**config.mk**
```make
export PLATFORM = sky130hd
export DESIGN_NAME = dma_ctrl
export DESIGN_NICKNAME = d
export VERILOG_FILES = /design/src/rtl/dma_pkg.sv /design/src/rtl/dma_regs.sv /design/src/rtl/dma_ctrl.sv
export SDC_FILE = /design/constraint.sdc
export NUM_CORES = 1
export LEC_CHECK = 0
export CELL_PAD_IN_SITES_DETAIL_PLACEMENT = 0
export CELL_PAD_IN_SITES_GLOBAL_PLACEMENT = 1
export CORE_MARGIN = 2
export CORE_UTILIZATION = 44
export CTS_CLUSTER_SIZE = 20
export DETAILED_ROUTE_END_ITERATION = 8
export GPL_ROUTABILITY_DRIVEN = 0
export PLACE_DENSITY = 0.95
export SETUP_SLACK_MARGIN = 0.2
export SYNTH_ARGS = -nofsm -noshare
export SYNTH_HDL_FRONTEND = slang
export SYNTH_SLANG_ARGS = --single-unit
export TNS_END_PERCENT = 20
```
**constraint.sdc**
```tcl
create_clock -name clk -period 3.1 [get_ports clk]
set_clock_uncertainty 0.15 [all_clocks]
set_input_delay 0.775 -clock clk [delete_from_list [all_inputs] [get_ports clk]]
set_output_delay 0.775 -clock clk [all_outputs]
set_load 0.05 [all_outputs]
```
**src/rtl/dma_pkg.sv**
```systemverilog
// Shared constants, register map and FSM encoding for the single-channel
// word-copy DMA engine.
package dma_pkg;

    localparam int DMA_LEN_W = 16;
    localparam logic [7:0] TIMEOUT = 8'd255;
    localparam logic [DMA_LEN_W-1:0] LEN_ONE = {{(DMA_LEN_W-1){1'b0}}, 1'b1};

    localparam logic READ  = 1'b1;
    localparam logic WRITE = 1'b0;

    localparam logic [1:0] REG_SRC  = 2'd0;
    localparam logic [1:0] REG_DST  = 2'd1;
    localparam logic [1:0] REG_LEN  = 2'd2;
    localparam logic [1:0] REG_CTRL = 2'd3;

    localparam int CTRL_BUSY = 0;
    localparam int CTRL_DONE = 1;
    localparam int CTRL_IE   = 2;
    localparam int CTRL_ERR  = 3;

    typedef enum logic [2:0] {
        ST_IDLE    = 3'd0,
        ST_REQ     = 3'd1,
        ST_RD_AS   = 3'd2,
        ST_RD_WAIT = 3'd3,
        ST_WR_AS   = 3'd4,
        ST_WR_WAIT = 3'd5,
        ST_NEXT    = 3'd6
    } dma_state_e;

endpackage

```
**src/rtl/dma_regs.sv**
```systemverilog
// CPU-facing register slave: decode, SRC/DST/LEN/CTRL storage and the IRQ level.
module dma_regs
    import dma_pkg::*;
(
    input  logic                 clk,
    input  logic                 reset_,
    input  logic                 CS_,
    input  logic                 As_,
    input  logic                 RW,
    input  logic [1:0]           Addr,
    input  logic [31:0]          WrData,
    output logic [31:0]          RdData,
    output logic                 Rdy_,
    output logic                 IRQ,
    input  logic                 step,
    input  logic                 finish,
    input  logic                 fail,
    output logic [29:0]          src,
    output logic [29:0]          dst,
    output logic [DMA_LEN_W-1:0] len,
    output logic                 busy
);

    logic [29:0]          src_q;
    logic [29:0]          dst_q;
    logic [DMA_LEN_W-1:0] len_q;
    logic                 busy_q;
    logic                 done_q;
    logic                 err_q;
    logic                 ie_q;
    logic                 sel;
    logic                 wr;
    logic [31:0]          rd_val;
    logic                 wr_data_unused;

    assign sel = ~CS_ & ~As_;
    assign wr  = sel & (RW == WRITE);
    assign wr_data_unused = ^WrData[31:30];

    always_comb begin
        rd_val = '0;
        case (Addr)
            REG_SRC: rd_val = {2'b00, src_q};
            REG_DST: rd_val = {2'b00, dst_q};
            REG_LEN: rd_val = {{(32-DMA_LEN_W){1'b0}}, len_q};
            default: rd_val = {28'h0, err_q, ie_q, done_q, busy_q};
        endcase
    end

    always_ff @(posedge clk or negedge reset_) begin
        if (!reset_) begin
            RdData <= '0;
            Rdy_   <= 1'b1;
            src_q  <= '0;
            dst_q  <= '0;
            len_q  <= '0;
            busy_q <= 1'b0;
            done_q <= 1'b0;
            err_q  <= 1'b0;
            ie_q   <= 1'b0;
        end else begin
            RdData <= (sel && RW == READ) ? rd_val : '0;
            Rdy_   <= ~sel;

            if (step) begin
                src_q <= src_q + 30'd1;
                dst_q <= dst_q + 30'd1;
                len_q <= len_q - LEN_ONE;
            end else if (wr && !busy_q) begin
                case (Addr)
                    REG_SRC: src_q <= WrData[29:0];
                    REG_DST: dst_q <= WrData[29:0];
                    REG_LEN: len_q <= WrData[DMA_LEN_W-1:0];
                    default: ;
                endcase
            end

            if (wr && Addr == REG_CTRL) begin
                ie_q <= WrData[CTRL_IE];
                if (WrData[CTRL_DONE]) done_q <= 1'b0;
                if (WrData[CTRL_ERR])  err_q  <= 1'b0;
                // Start is only honoured when idle; a zero-length start completes at once.
                if (WrData[CTRL_BUSY] && !busy_q) begin
                    err_q <= 1'b0;
                    if (len_q == '0) begin
                        done_q <= 1'b1;
                    end else begin
                        busy_q <= 1'b1;
                        done_q <= 1'b0;
                    end
                end
            end

            // Completion outranks a same-cycle done clear.
            if (finish || fail) begin
                busy_q <= 1'b0;
                done_q <= 1'b1;
            end
            if (fail) err_q <= 1'b1;
        end
    end

    assign IRQ  = done_q & ie_q;
    assign src  = src_q;
    assign dst  = dst_q;
    assign len  = len_q;
    assign busy = busy_q;

endmodule

```
**src/rtl/dma_ctrl.sv**
```systemverilog
// Word-copy DMA top: bus-master sequencing with timeout, registers in dma_regs.
module dma_ctrl
    import dma_pkg::*;
(
    input  logic        clk,
    input  logic        reset_,
    input  logic        CS_,
    input  logic        As_,
    input  logic        RW,
    input  logic [1:0]  Addr,
    input  logic [31:0] WrData,
    output logic [31:0] RdData,
    output logic        Rdy_,
    output logic        MReq_,
    input  logic        MGrnt_,
    output logic [29:0] MAddr,
    output logic        MAs_,
    output logic        MRW,
    output logic [31:0] MWrData,
    input  logic [31:0] MRdData,
    input  logic        MRdy_,
    output logic        IRQ,
    output dma_state_e  fsm_state
);

    dma_state_e           state_q;
    dma_state_e           state_d;
    logic [7:0]           cnt_q;
    logic                 step;
    logic                 finish;
    logic                 fail;
    logic [29:0]          src;
    logic [29:0]          dst;
    logic [DMA_LEN_W-1:0] len;
    logic                 busy;

    dma_regs u_regs (
        .clk    (clk),
        .reset_ (reset_),
        .CS_    (CS_),
        .As_    (As_),
        .RW     (RW),
        .Addr   (Addr),
        .WrData (WrData),
        .RdData (RdData),
        .Rdy_   (Rdy_),
        .IRQ    (IRQ),
        .step   (step),
        .finish (finish),
        .fail   (fail),
        .src    (src),
        .dst    (dst),
        .len    (len),
        .busy   (busy)
    );

    always_comb begin
        state_d = state_q;
        step    = 1'b0;
        finish  = 1'b0;
        fail    = 1'b0;
        unique case (state_q)
            ST_IDLE:    if (busy) state_d = ST_REQ;
            ST_REQ:     if (!MGrnt_) state_d = ST_RD_AS;
            ST_RD_AS:   state_d = ST_RD_WAIT;
            ST_RD_WAIT: begin
                if (!MRdy_) begin
                    state_d = ST_WR_AS;
                end else if (cnt_q == TIMEOUT - 8'd1) begin
                    fail    = 1'b1;
                    state_d = ST_IDLE;
                end
            end
            ST_WR_AS:   state_d = ST_WR_WAIT;
            ST_WR_WAIT: begin
                if (!MRdy_) begin
                    state_d = ST_NEXT;
                end else if (cnt_q == TIMEOUT - 8'd1) begin
                    fail    = 1'b1;
                    state_d = ST_IDLE;
                end
            end
            ST_NEXT: begin
                step = 1'b1;
                if (len == LEN_ONE) begin
                    finish  = 1'b1;
                    state_d = ST_IDLE;
                end else begin
                    state_d = ST_REQ;
                end
            end
            default:    state_d = ST_IDLE;
        endcase
    end

    // Bus outputs are decoded from the next state so they line up with the state register.
    always_ff @(posedge clk or negedge reset_) begin
        if (!reset_) begin
            state_q <= ST_IDLE;
            cnt_q   <= '0;
            MReq_   <= 1'b1;
            MAs_    <= 1'b1;
            MRW     <= READ;
            MAddr   <= '0;
            MWrData <= '0;
        end else begin
            state_q <= state_d;
            if (state_d != state_q) cnt_q <= '0;
            else if (state_q == ST_RD_WAIT || state_q == ST_WR_WAIT) cnt_q <= cnt_q + 8'd1;

            MReq_ <= (state_d == ST_IDLE) || (state_d == ST_NEXT);
            MAs_  <= !((state_d == ST_RD_AS) || (state_d == ST_WR_AS));
            MRW   <= ((state_d == ST_WR_AS) || (state_d == ST_WR_WAIT)) ? WRITE : READ;
            if (state_d == ST_RD_AS)      MAddr <= src;
            else if (state_d == ST_WR_AS) MAddr <= dst;
            if (state_q == ST_RD_WAIT && !MRdy_) MWrData <= MRdData;
        end
    end

    assign fsm_state = state_q;

endmodule

```
==> results by group, run 1 <==
Outcome
  • Status: complete, no violations

Clock network
  • CTS Buf Count: 17
  • Clk slew on worst S/H paths: 0.08 ns
  • H-tree depth: 4
  • Root Buffer: clkbuf_16
  • Clock buffer depth: 2
  • Post-CTS sizing: 0
  • TritonCTS clock tree: yes
  • Num Clock Sinks: 187
  • Hold_buf cts: 0
  • Setup bufs post-CTS: 0
  • Worst skew pair latency: 0.44 ns

Yosys
  • Adder-cell area share of the yosys netlist: 0.912%
  • Main synth FF type: dfrtp_1
  • Cells after Synth: 995
  • Largest family of logic cells by synthesized area: simple AND/OR/NAND/NOR gates
  • Synth cell types: 74
  • Simple-Gate Fraction of Synth Area: 21.5%
  • Area leader, netlist: dfrtp_1
  • Complex-gate fraction of the synthesized area: 15.9%
  • Synth Cell Area: 0.00960 sq mm
  • YS warnings: 0
  • Synth top area cells: dfrtp_1 (48%), nand2_1 (4.6%), nor2_1 (4.4%)
  • Asr flop ratio synth: 100%
  • Post-synth EDFFs: 0
  • Avg Cell Area, Syn: 9.65 sq um
  • Mux cell area share after synthesis: 8.26%
  • Synth cell count leaders: dfrtp_1 (183), nand2_1 (118), nor2_1 (113)
  • Seq/Total Area, Yosys: 48.8%
  • Seq cells post-synth: 187
  • Most frequent cell after synthesis: dfrtp_1
  • XOR/XNOR Fraction of Synth Area: 0.730%
  • Synth top area share: 47.7%

Critical path
  • WP depth: 1
  • Worst Setup EP: fsm_state[2]
  • Type of destination of the critical path: output port
  • Critical path peak fanout: 13
  • Crit path largest cell delay: 0.89 ns
  • Required @ worst endpoint: 2.17 ns
  • Register-to-register setup slack: 0.37 ns
  • CP top delay family: buffers and inverters
  • CP Launch Type: flop
  • Arr. time, crit path: 1.94 ns
  • Worst-path cell chain: clkdlybuf4s50_1
  • WS Path Type: flop to output port
  • Slowest cell on crit path: clkdlybuf4s50_1
  • Worst r2r src: fsm_state[2]
  • Worst Reg-to-Reg Cells: 5
  • Worst r2r dst: u_regs.src[20]
  • CP Buf/Inv Count: 1
  • Critical path startpoint: fsm_state[2]

Route
  • Vias after detailed routing: 8665
  • Wire per inst: 19.2 um
  • Via density per instance: 5.98
  • DRC Markers: 0
  • First-pass detailed-route iteration total: 5
  • Final ANT Viol Nets: 0
  • Initial drt markers: 747
  • Final wirelength: 27800 um

Cells and area
  • # diodes: 0
  • Area grow syn2layout: 28.0%
  • Final Instance Area: 0.0123 sq mm
  • Layout net count: 1237
  • Share of cells above drive strength 1: 12.6%

Min path
  • Hold Path Class: input port to asynchronous set/reset pin

Global route
  • Pin count of the biggest net entering global routing: 63
  • First-pass GRT wire length: 44400 um
  • GR Util All Layers: 24.9%
  • Number of global-route vias before repair: 8264
  • Grt ovf: 0
  • Initial antenna violation count: 0

Place
  • Placed instance area: 0.0117 sq mm
  • Port bufs: 170
  • Hpwl dp: 19900 um

Timing
  • RSZ-0062 raised after global routing: no
  • Slew headroom: 43.7%
  • Final hold violations: 0
  • Max-slew violations: 0
  • Worst Max-Slew Pin Slew: 0.837 ns
  • Crit share post-route: 92.3%
  • Final setup vio count: 0
  • Final TNS setup: 0 ns
  • Crit path time final: 2.86 ns
  • F_max: 350 MHz

Floorplanning
  • Cell Rows: 54
  • Top-Level Pins: 175
  • Starting density of the core: 44.4%
  • Die H: 152 um
  • Die area: 0.0230 sq mm
  • Area of the core: 0.0216 sq mm
  • Die width: 152 um

Power
  • Power per Cell Area: 966 mW/mm^2
  • VDD IR-drop max: 0.439 mV
  • P_leak: 5.14 nW

Job
  • Max-Cap Viols: 0
[kinds of logic (layout without fill, tap and decap cells)]
kind of cell | Yosys count | count (layout)
simple gates | 418 | 418
mux | 70 | 70
other cells | 1 | 2
buf+inv | 88 | 262
xor+xnor | 8 | 8
compound gates | 216 | 216
fa+ha+maj | 7 | 7
flops | 187 | 187
[worst min-delay path by stage]
stage / from / end / slack [ns] / depth (start not counted)
finish: reset_ / MWrData[10] / 0.06 / 1
global route: reset_ / MWrData[10] / 0.08 / 1
CTS: reset_ / MWrData[10] / 0.07 / 1
detailed placement: MAddr[18] / MAddr[18] / 0.31 / 2
global placement: MAddr[23] / MAddr[23] / 0.31 / 2
floorplan: reset_ / MAddr[0] / 0.33 / 0
[per-stage QoR]
| stage | std cells | utilization, % | setup WS [ns] | hold slack (ns) | total power (W) |
|---|---|---|---|---|---|
| after floorplan | 996 | - | 0.697 | 0.326 | 0.00790 |
| after global placement | 1418 | 54.2 | 0.269 | 0.310 | 0.00963 |
| after detailed placement | 1418 | 54.2 | 0.219 | 0.312 | 0.00978 |
| after CTS | 1450 | 56.8 | 0.243 | 0.0717 | 0.0119 |
| after global routing | 1450 | 56.8 | 0.215 | 0.0801 | 0.0125 |
| final | 1450 | 56.8 | 0.240 | 0.0642 | 0.0119 |
[where the power goes]
part / leakage [nW] / internal [W] / switching (W)
Clock: 0.263 / 0.00106 / 0.00104
Combinational: 2.63 / 0.00201 / 0.00335
Sequential: 2.25 / 0.00334 / 0.00107
[cells in the final DEF (no fill, tap or decap), types with 5 or more instances in the layout]
master / netlist / final
and2_1: 9 / 9
nor3_1: 42 / 42
a211oi_1: 21 / 21
nand4_1: 22 / 22
a22oi_1: 33 / 33
clkdlybuf4s50_1: 0 / 168
o211ai_1: 5 / 5
a21oi_1: 48 / 48
dfrtp_1: 183 / 183
and4_1: 11 / 11
buf_4: 3 / 35
a311oi_1: 10 / 10
nand3_1: 31 / 31
o21ai_0: 28 / 28
o21a_1: 5 / 5
nand2_1: 118 / 118
mux2i_1: 32 / 32
o221a_2: 10 / 10
a31oi_1: 7 / 7
nor2_1: 113 / 112
mux2_2: 34 / 34
or4_1: 5 / 5
inv_8: 0 / 5
o41ai_1: 5 / 5
buf_12: 0 / 5
clkbuf_16: 0 / 17
nor3_2: 5 / 5
nor4_1: 12 / 12
and3_1: 19 / 18
ha_1: 7 / 7
inv_1: 20 / 20
o22ai_1: 6 / 6
[flip-flops by register name, indices dropped and copies added, names as in the netlist]
signal,count
MWrData,32
MAddr,30
u_regs.RdData,30
u_regs.dst,30
u_regs.src,30
u_regs.len,16
cnt_q,8
fsm_state,3
MAs_,1
MRW,1
MReq_,1
u_regs.Rdy_,1
u_regs.busy,1
u_regs.done_q,1
u_regs.err_q,1
u_regs.ie_q,1
[layout make-up]
| cell class | count | area, sq um |
|---|---|---|
| Timing Repair Buffer | 210 | 2060 |
| Fill cell | 1876 | 9330 |
| Clock buffer | 18 | 429 |
| Multi-Input combinational cell | 721 | 4560 |
| Clock inverter | 14 | 130 |
| Sequential cell | 187 | 4680 |
| Inverter | 20 | 75.1 |
| Tap cell | 280 | 350 |
[routing by layer]
metal | vias up | global-route usage (%) | share of wire (%)
met3 | 62 | 3.92 | 7.4
li1 | 3964 | - | -
met2 | 404 | 40.8 | 48
met1 | 4235 | 32.9 | 41
met5 | - | 0 | 0
met4 | 0 | 10.4 | 3.1
(Power assumes the default switching activity.)
==> inputs of run 2 (changes only) <==
--- a/config.mk
+++ b/config.mk
@@ -5,10 +5,12 @@
 export SDC_FILE = /design/constraint.sdc
 export NUM_CORES = 1
 export LEC_CHECK = 0
+export ABC_AREA = 1
+export CAP_MARGIN = 20
 export CELL_PAD_IN_SITES_DETAIL_PLACEMENT = 0
 export CELL_PAD_IN_SITES_GLOBAL_PLACEMENT = 1
 export CORE_MARGIN = 2
-export CORE_UTILIZATION = 44
+export CORE_UTILIZATION = 42
 export CTS_CLUSTER_SIZE = 20
 export DETAILED_ROUTE_END_ITERATION = 8
 export GPL_ROUTABILITY_DRIVEN = 0
==> run 2 against run 1 <==
Combinational power rose by 6.2%. Worst hold slack improved by 0.060 ns. Global-route usage up 1.2 points. Critical path depth unchanged. Utilization fell by 3.5 points. Largest power group unchanged.
==> results by group, run 2 <==
Outcome
  • Status: complete, no violations

Job
  • Max-Cap Viols: 0 (unchanged)

Power
  • VDD IR-drop max: 0.636 mV (+45%)
  • Power per Cell Area: 952 mW/mm^2 (-1.4%)
  • P_leak: 6.14 nW (+19%)

Route
  • Initial drt markers: 880 (+18%)
  • Final wirelength: 32900 um (+18%)
  • Wire per inst: 17.2 um (-10%)
  • Via density per instance: 5.32 (-11%)
  • Final ANT Viol Nets: 0 (unchanged)
  • First-pass detailed-route iteration total: 7 (+2)
  • Vias after detailed routing: 10184 (+18%)
  • DRC Markers: 0 (unchanged)

Critical path
  • Slowest cell on crit path: clkdlybuf4s50_1
  • Critical path peak fanout: 8 (-5)
  • CP Buf/Inv Count: 1 (unchanged)
  • CP top delay family: buffers and inverters
  • Type of destination of the critical path: output port
  • CP Launch Type: flop
  • Crit path largest cell delay: 0.89 ns (about the same)
  • Register-to-register setup slack: 0.62 ns (+0.25 ns)
  • Worst-path cell chain: clkdlybuf4s50_1
  • WS Path Type: flop to output port
  • Required @ worst endpoint: 2.17 ns (about the same)
  • Arr. time, crit path: 1.83 ns (-0.11 ns)

Floorplanning
  • Die width: 161 um (+5.9%)
  • Die H: 161 um (+5.9%)
  • Area of the core: 0.0242 sq mm (+12%)
  • Starting density of the core: 42.5% (-1.9 points)
  • Die area: 0.0258 sq mm (+12%)
  • Top-Level Pins: 175 (unchanged)
  • Cell Rows: 57 (+5.6%)

Yosys
  • Area leader, netlist: dfrtp_1
  • Most frequent cell after synthesis: nand2_1
  • Asr flop ratio synth: 100% (unchanged)
  • Synth cell count leaders: nand2_1 (525), dfrtp_1 (183), inv_1 (143)
  • Seq/Total Area, Yosys: 45.4% (-3.4 points)
  • Post-synth EDFFs: 0 (unchanged)
  • Synth Cell Area: 0.0103 sq mm (+7.4%)
  • Cells after Synth: 1418 (+43%)
  • Seq cells post-synth: 187 (unchanged)
  • Main synth FF type: dfrtp_1
  • Avg Cell Area, Syn: 7.27 sq um (-25%)
  • YS warnings: 0 (unchanged)
  • Synth cell types: 34 (-54%)
  • Synth top area share: 44.4% (-3.3 points)
  • Synth top area cells: dfrtp_1 (44%), nand2_1 (19%), inv_1 (5.2%)

Timing
  • Slew headroom: 50.9% (+7.3 points)
  • Fin worst setup slack: 0.349 ns (+0.109 ns)
  • Final TNS setup: 0 ns (unchanged)
  • Final setup vio count: 0 (unchanged)
  • Worst Max-Slew Pin Slew: 0.736 ns (-0.101 ns)
  • Crit share post-route: 88.8% (-3.5 points)
  • Max-slew violations: 0 (unchanged)
  • F_max: 363 MHz (+4.0%)
  • WHS: 0.124 ns (+0.0598 ns)
  • Crit path time final: 2.75 ns (-0.109 ns)
  • RSZ-0062 raised after global routing: no
  • Final hold violations: 0 (unchanged)

Place
  • Port bufs: 170 (unchanged)
  • Placed Cells: 1884 (+33%)
  • Pre-CTS WS: 0.240 ns (+0.0212 ns)
  • Placed instance area: 0.0124 sq mm (+5.3%)
  • Hpwl dp: 24400 um (+22%)

Clock network
  • H-tree depth: 4 (unchanged)
  • Clock buffer depth: 2 (unchanged)
  • CTS Buf Count: 17 (unchanged)
  • Post-CTS sizing: 0 (unchanged)
  • Clk slew on worst S/H paths: 0.08 ns (about the same)
  • TritonCTS clock tree: yes
  • Worst skew pair latency: 0.44 ns (about the same)
  • Hold_buf cts: 0 (unchanged)
  • Root Buffer: clkbuf_16
  • Setup bufs post-CTS: 0 (unchanged)
  • Num Clock Sinks: 187 (unchanged)

Cells and area
  • Biggest register: MWrData
  • Fin cells: 1916 (+32%)
  • Area grow syn2layout: 25.4%
  • Layout net count: 1659 (+34%)
  • Commonest cells after routing, fill and taps aside: nand2_1 (525), dfrtp_1 (183), clkdlybuf4s50_1 (169), inv_1 (143), nor2_1 (132)
  • # diodes: 0 (unchanged)
  • Final Instance Area: 0.0129 sq mm (+5.3%)
  • Share of cells above drive strength 1: 5.46% (-7.1 points)
  • Commonest non-fill, non-tap cell in the layout: nand2_1
  • Max reg flops: 32 (unchanged)

Global route
  • First-pass GRT wire length: 53100 um (+19%)
  • Initial antenna violation count: 0 (unchanged)
  • GR Util All Layers: 26.1% (+1.2 points)
  • Pin count of the biggest net entering global routing: 71 (+13%)
  • Number of global-route vias before repair: 9925 (+20%)
  • Grt ovf: 0 (unchanged)

Min path
  • Hold Path Class: input port to asynchronous set/reset pin
-- run 2: cell types whose count changed in the layout (fill, tap and decap cells not counted), sizes merged, moves of 23 or more --
cell | previous run | this run
nand2 | 119 | 529
inv | 27 | 160
nand3 | 32 | 85
mux2 | 34 | 0
mux2i | 32 | 0
nor2 | 113 | 144
a22oi | 33 | 8
o211ai | 5 | 29
o221ai | 0 | 24
nor3 | 49 | 26
-- run 2: routing by layer --
metal | routed length (um) | vias to the layer above | global-route usage, % | share of wire, %
li1 | - | 4870 | - | -
met1 | 13800 | 4784 | 34.6 | 42
met2 | 15000 | 453 | 41.5 | 46
met3 | 2880 | 77 | 6.22 | 8.7
met4 | 1180 | 0 | 10.3 | 3.6
met5 | 0 | - | 0 | 0
-- run 2: layout make-up --
type | instances | area (sq um)
fillers | 2374 | 11300
flip-flops and latches | 187 | 4680
inverters | 153 | 574
clock buffers | 17 | 425
well taps | 324 | 405
multi-input cells | 1028 | 4790
clock inverters | 15 | 159
repair buffers | 192 | 1900
-- run 2: per-stage QoR --
stage,util (%),total power (W)
2_1_floorplan,-,0.00806
3_3_place_gp,50.9,0.00999
3_5_place_dp,50.9,0.0101
4_1_cts,53.3,0.0123
5_1_grt,53.3,0.0131
6_report,53.3,0.0123
-- run 2: logic make-up (layout without fill, tap and decap cells) --
family | Yosys count | in the layout | share of synthesized area (%)
fa+ha+maj | 7 | 7 | 0.849
compound gates | 184 | 184 | 11.0
xor+xnor | 28 | 28 | 2.38
buf+inv | 204 | 377 | 8.18
flops | 187 | 187 | 45.4
other cells | 1 | 2 | 0.0364
simple gates | 807 | 807 | 32.1
-- run 2: path summary, 6_finish.rpt --
kind | start | end | depth (start not counted)
hold reg to reg | MWrData[30] | MWrData[30] | 2
setup reg to reg | fsm_state[1] | u_regs.src[12] | 8
hold / removal | reset_ | u_regs.RdData[13] | 1
max in group asynchronous | reset_ | MAs_ | 2
setup / recovery | fsm_state[0] | fsm_state[0] | 1
min in group clk | MWrData[30] | MWrData[30] | 2
-- run 2: power breakdown --
| group | internal (W) | switching, W |
|---|---|---|
| registers | 0.00336 | 0.00106 |
| clock network | 0.00114 | 0.00107 |
| logic | 0.00185 | 0.00383 |
==> inputs of run 3 (changes only) <==
--- a/config.mk
+++ b/config.mk
@@ -9,7 +9,7 @@
 export CAP_MARGIN = 20
 export CELL_PAD_IN_SITES_DETAIL_PLACEMENT = 0
 export CELL_PAD_IN_SITES_GLOBAL_PLACEMENT = 1
-export CORE_MARGIN = 2
+export CORE_MARGIN = 4
 export CORE_UTILIZATION = 42
 export CTS_CLUSTER_SIZE = 20
 export DETAILED_ROUTE_END_ITERATION = 8
==> run 3 against run 2 <==
Cell count up 0.10%. Clock power down 2%. Setup slack worse by 0.0094 ns. Worst hold slack better by 0.060 ns. Sequential power about the same. Largest cell class unchanged.
==> results by group, run 3 (synthesis gave the netlist of run 2 again) <==
Outcome
  • Status: complete, no violations

Timing
  • F_max: 362 MHz (-0.34%)
  • Crit share post-route: 89.1% (+0.30 points)
  • RSZ-0062 raised after global routing: no
  • Slew headroom: 52.4% (+1.5 points)
  • Crit path time final: 2.76 ns (+0.00942 ns)
  • Final setup vio count: 0 (unchanged)
  • Final hold violations: 0 (unchanged)
  • Worst Max-Slew Pin Slew: 0.713 ns (-0.0226 ns)
  • Max-slew violations: 0 (unchanged)
  • Final TNS setup: 0 ns (unchanged)

Clock network
  • H-tree depth: 4 (unchanged)
  • Root Buffer: clkbuf_16
  • Worst skew pair latency: 0.45 ns (about the same)
  • Clk slew on worst S/H paths: 0.08 ns (about the same)
  • CTS Buf Count: 17 (unchanged)
  • Setup bufs post-CTS: 0 (unchanged)
  • Num Clock Sinks: 187 (unchanged)
  • TritonCTS clock tree: yes
  • Post-CTS sizing: 0 (unchanged)
  • Clock buffer depth: 2 (unchanged)
  • Hold_buf cts: 0 (unchanged)

Cells and area
  • # diodes: 0 (unchanged)
  • Layout net count: 1661 (+0.12%)
  • Share of cells above drive strength 1: 5.58% (+0.12 points)
  • # fillers: 2377 (+0.13%)
  • Seq. cell area: 0.00468 sq mm (unchanged)
  • Fin cells: 1918 (+0.10%)
  • Commonest non-fill, non-tap cell in the layout: nand2_1
  • Commonest cells after routing, fill and taps aside: nand2_1 (525), dfrtp_1 (183), clkdlybuf4s50_1 (169), inv_1 (143), nor2_1 (132)
  • Area grow syn2layout: 25.6%
  • Max reg flops: 32 (unchanged)
  • Multi-input logic area: 0.00479 sq mm (unchanged)
  • Biggest register: MWrData

Critical path
  • Critical path peak fanout: 7 (-1)
  • Worst r2r src: fsm_state[1]
  • WS Path Type: flop to output port
  • CP top delay family: buffers and inverters
  • Required @ worst endpoint: 2.17 ns (about the same)
  • Critical path startpoint: fsm_state[2]
  • CP Buf/Inv Count: 1 (unchanged)
  • Crit path largest cell delay: 0.87 ns (-0.02 ns)
  • Type of destination of the critical path: output port
  • Slowest cell on crit path: clkdlybuf4s50_1
  • Worst-path cell chain: clkdlybuf4s50_1
  • CP Launch Type: flop
  • Arr. time, crit path: 1.84 ns (about the same)

Global route
  • Number of global-route vias before repair: 9913 (-0.12%)
  • Met3 Resource Use GR: 6.11% (-0.11 points)
  • Met1 Usage GRT: 34.1% (-0.46 points)
  • Pin count of the biggest net entering global routing: 75 (+5.6%)
  • First-pass GRT wire length: 53300 um (+0.35%)
  • GRT met2 Usage: 39.7% (-1.8 points)
  • Most Crowded Layer GR: met2
  • GR Util All Layers: 25.2% (-0.88 points)
  • Initial antenna violation count: 0 (unchanged)
  • Grt ovf: 0 (unchanged)

Floorplanning
  • Top-Level Pins: 175 (unchanged)
  • Cell Rows: 57 (unchanged)
  • Starting density of the core: 42.5% (unchanged)
  • Die area: 0.0271 sq mm (+5.0%)
  • Die H: 165 um (+2.5%)
  • Area of the core: 0.0242 sq mm (unchanged)
  • Die width: 165 um (+2.5%)

Route
  • DRC Markers: 0 (unchanged)
  • Wire per inst: 17.3 um (+0.94%)
  • Initial drt markers: 956 (+8.6%)
  • First-pass detailed-route iteration total: 6 (-1)
  • Final ANT Viol Nets: 0 (unchanged)
  • Vias after detailed routing: 10141 (-0.42%)
  • Final wirelength: 33300 um (+1.0%)
  • Via density per instance: 5.29 (-0.53%)

Place
  • Port bufs: 170 (unchanged)
  • Placed Cells: 1886 (+0.11%)
  • Hpwl dp: 25000 um (+2.5%)

Power
  • Power per Cell Area: 951 mW/mm^2 (-0.12%)
  • P_leak: 6.16 nW (+0.35%)
  • VDD IR-drop max: 0.710 mV (+12%)

Job
  • Max-Cap Viols: 0 (unchanged)

Min path
  • Hold Path Class: input port to asynchronous set/reset pin
-- run 3: where the power goes --
part | leakage, nW | internal (W) | switching [W]
clock | 0.282 | 0.00107 | 0.00110
sequential | 2.33 | 0.00336 | 0.00104
combinational | 3.55 | 0.00188 | 0.00386
-- run 3: stage by stage --
stage	power [W]	util, %	hold WS (ns)	setup slack, ns	area (sq um)
final	0.0123	53.4	0.184	0.339	13000
after floorplan	0.00806	-	0.309	1.09	10300
after global routing	0.0131	53.4	0.233	0.254	13000
after detailed placement	0.0101	51.0	0.307	0.160	12400
after CTS	0.0123	53.4	0.230	0.334	13000
after global placement	0.0100	51.0	0.303	0.184	12400
-- run 3: path summary, 6_finish.rpt --
kind / endpoint / depth (start not counted) / slack, ns
min in group clk: MWrData[17] / 2 / 0.32
max reg2reg: u_regs.src[20] / 8 / 0.77
max: fsm_state[2] / 1 / 0.34
max in group asynchronous: u_regs.src[17] / 2 / 1.80
min reg2reg: MWrData[17] / 2 / 0.32
min: u_regs.RdData[12] / 1 / 0.18
-- run 3: layout make-up --
type	count	share of cell area (%)
clock buffers	17	3.28
clock inverters	15	1.15
inverters	153	4.43
multi-input cells	1028	37.0
flip-flops and latches	187	36.2
well taps	324	3.13
repair buffers	194	14.8
-- run 3: routing by layer --
layer,share of wire (%),vias up,wire [um]
met5,0,-,0
met4,2.9,0,959
met3,9.8,58,3260
met2,46,463,15300
met1,41,4749,13800
li1,-,4871,-
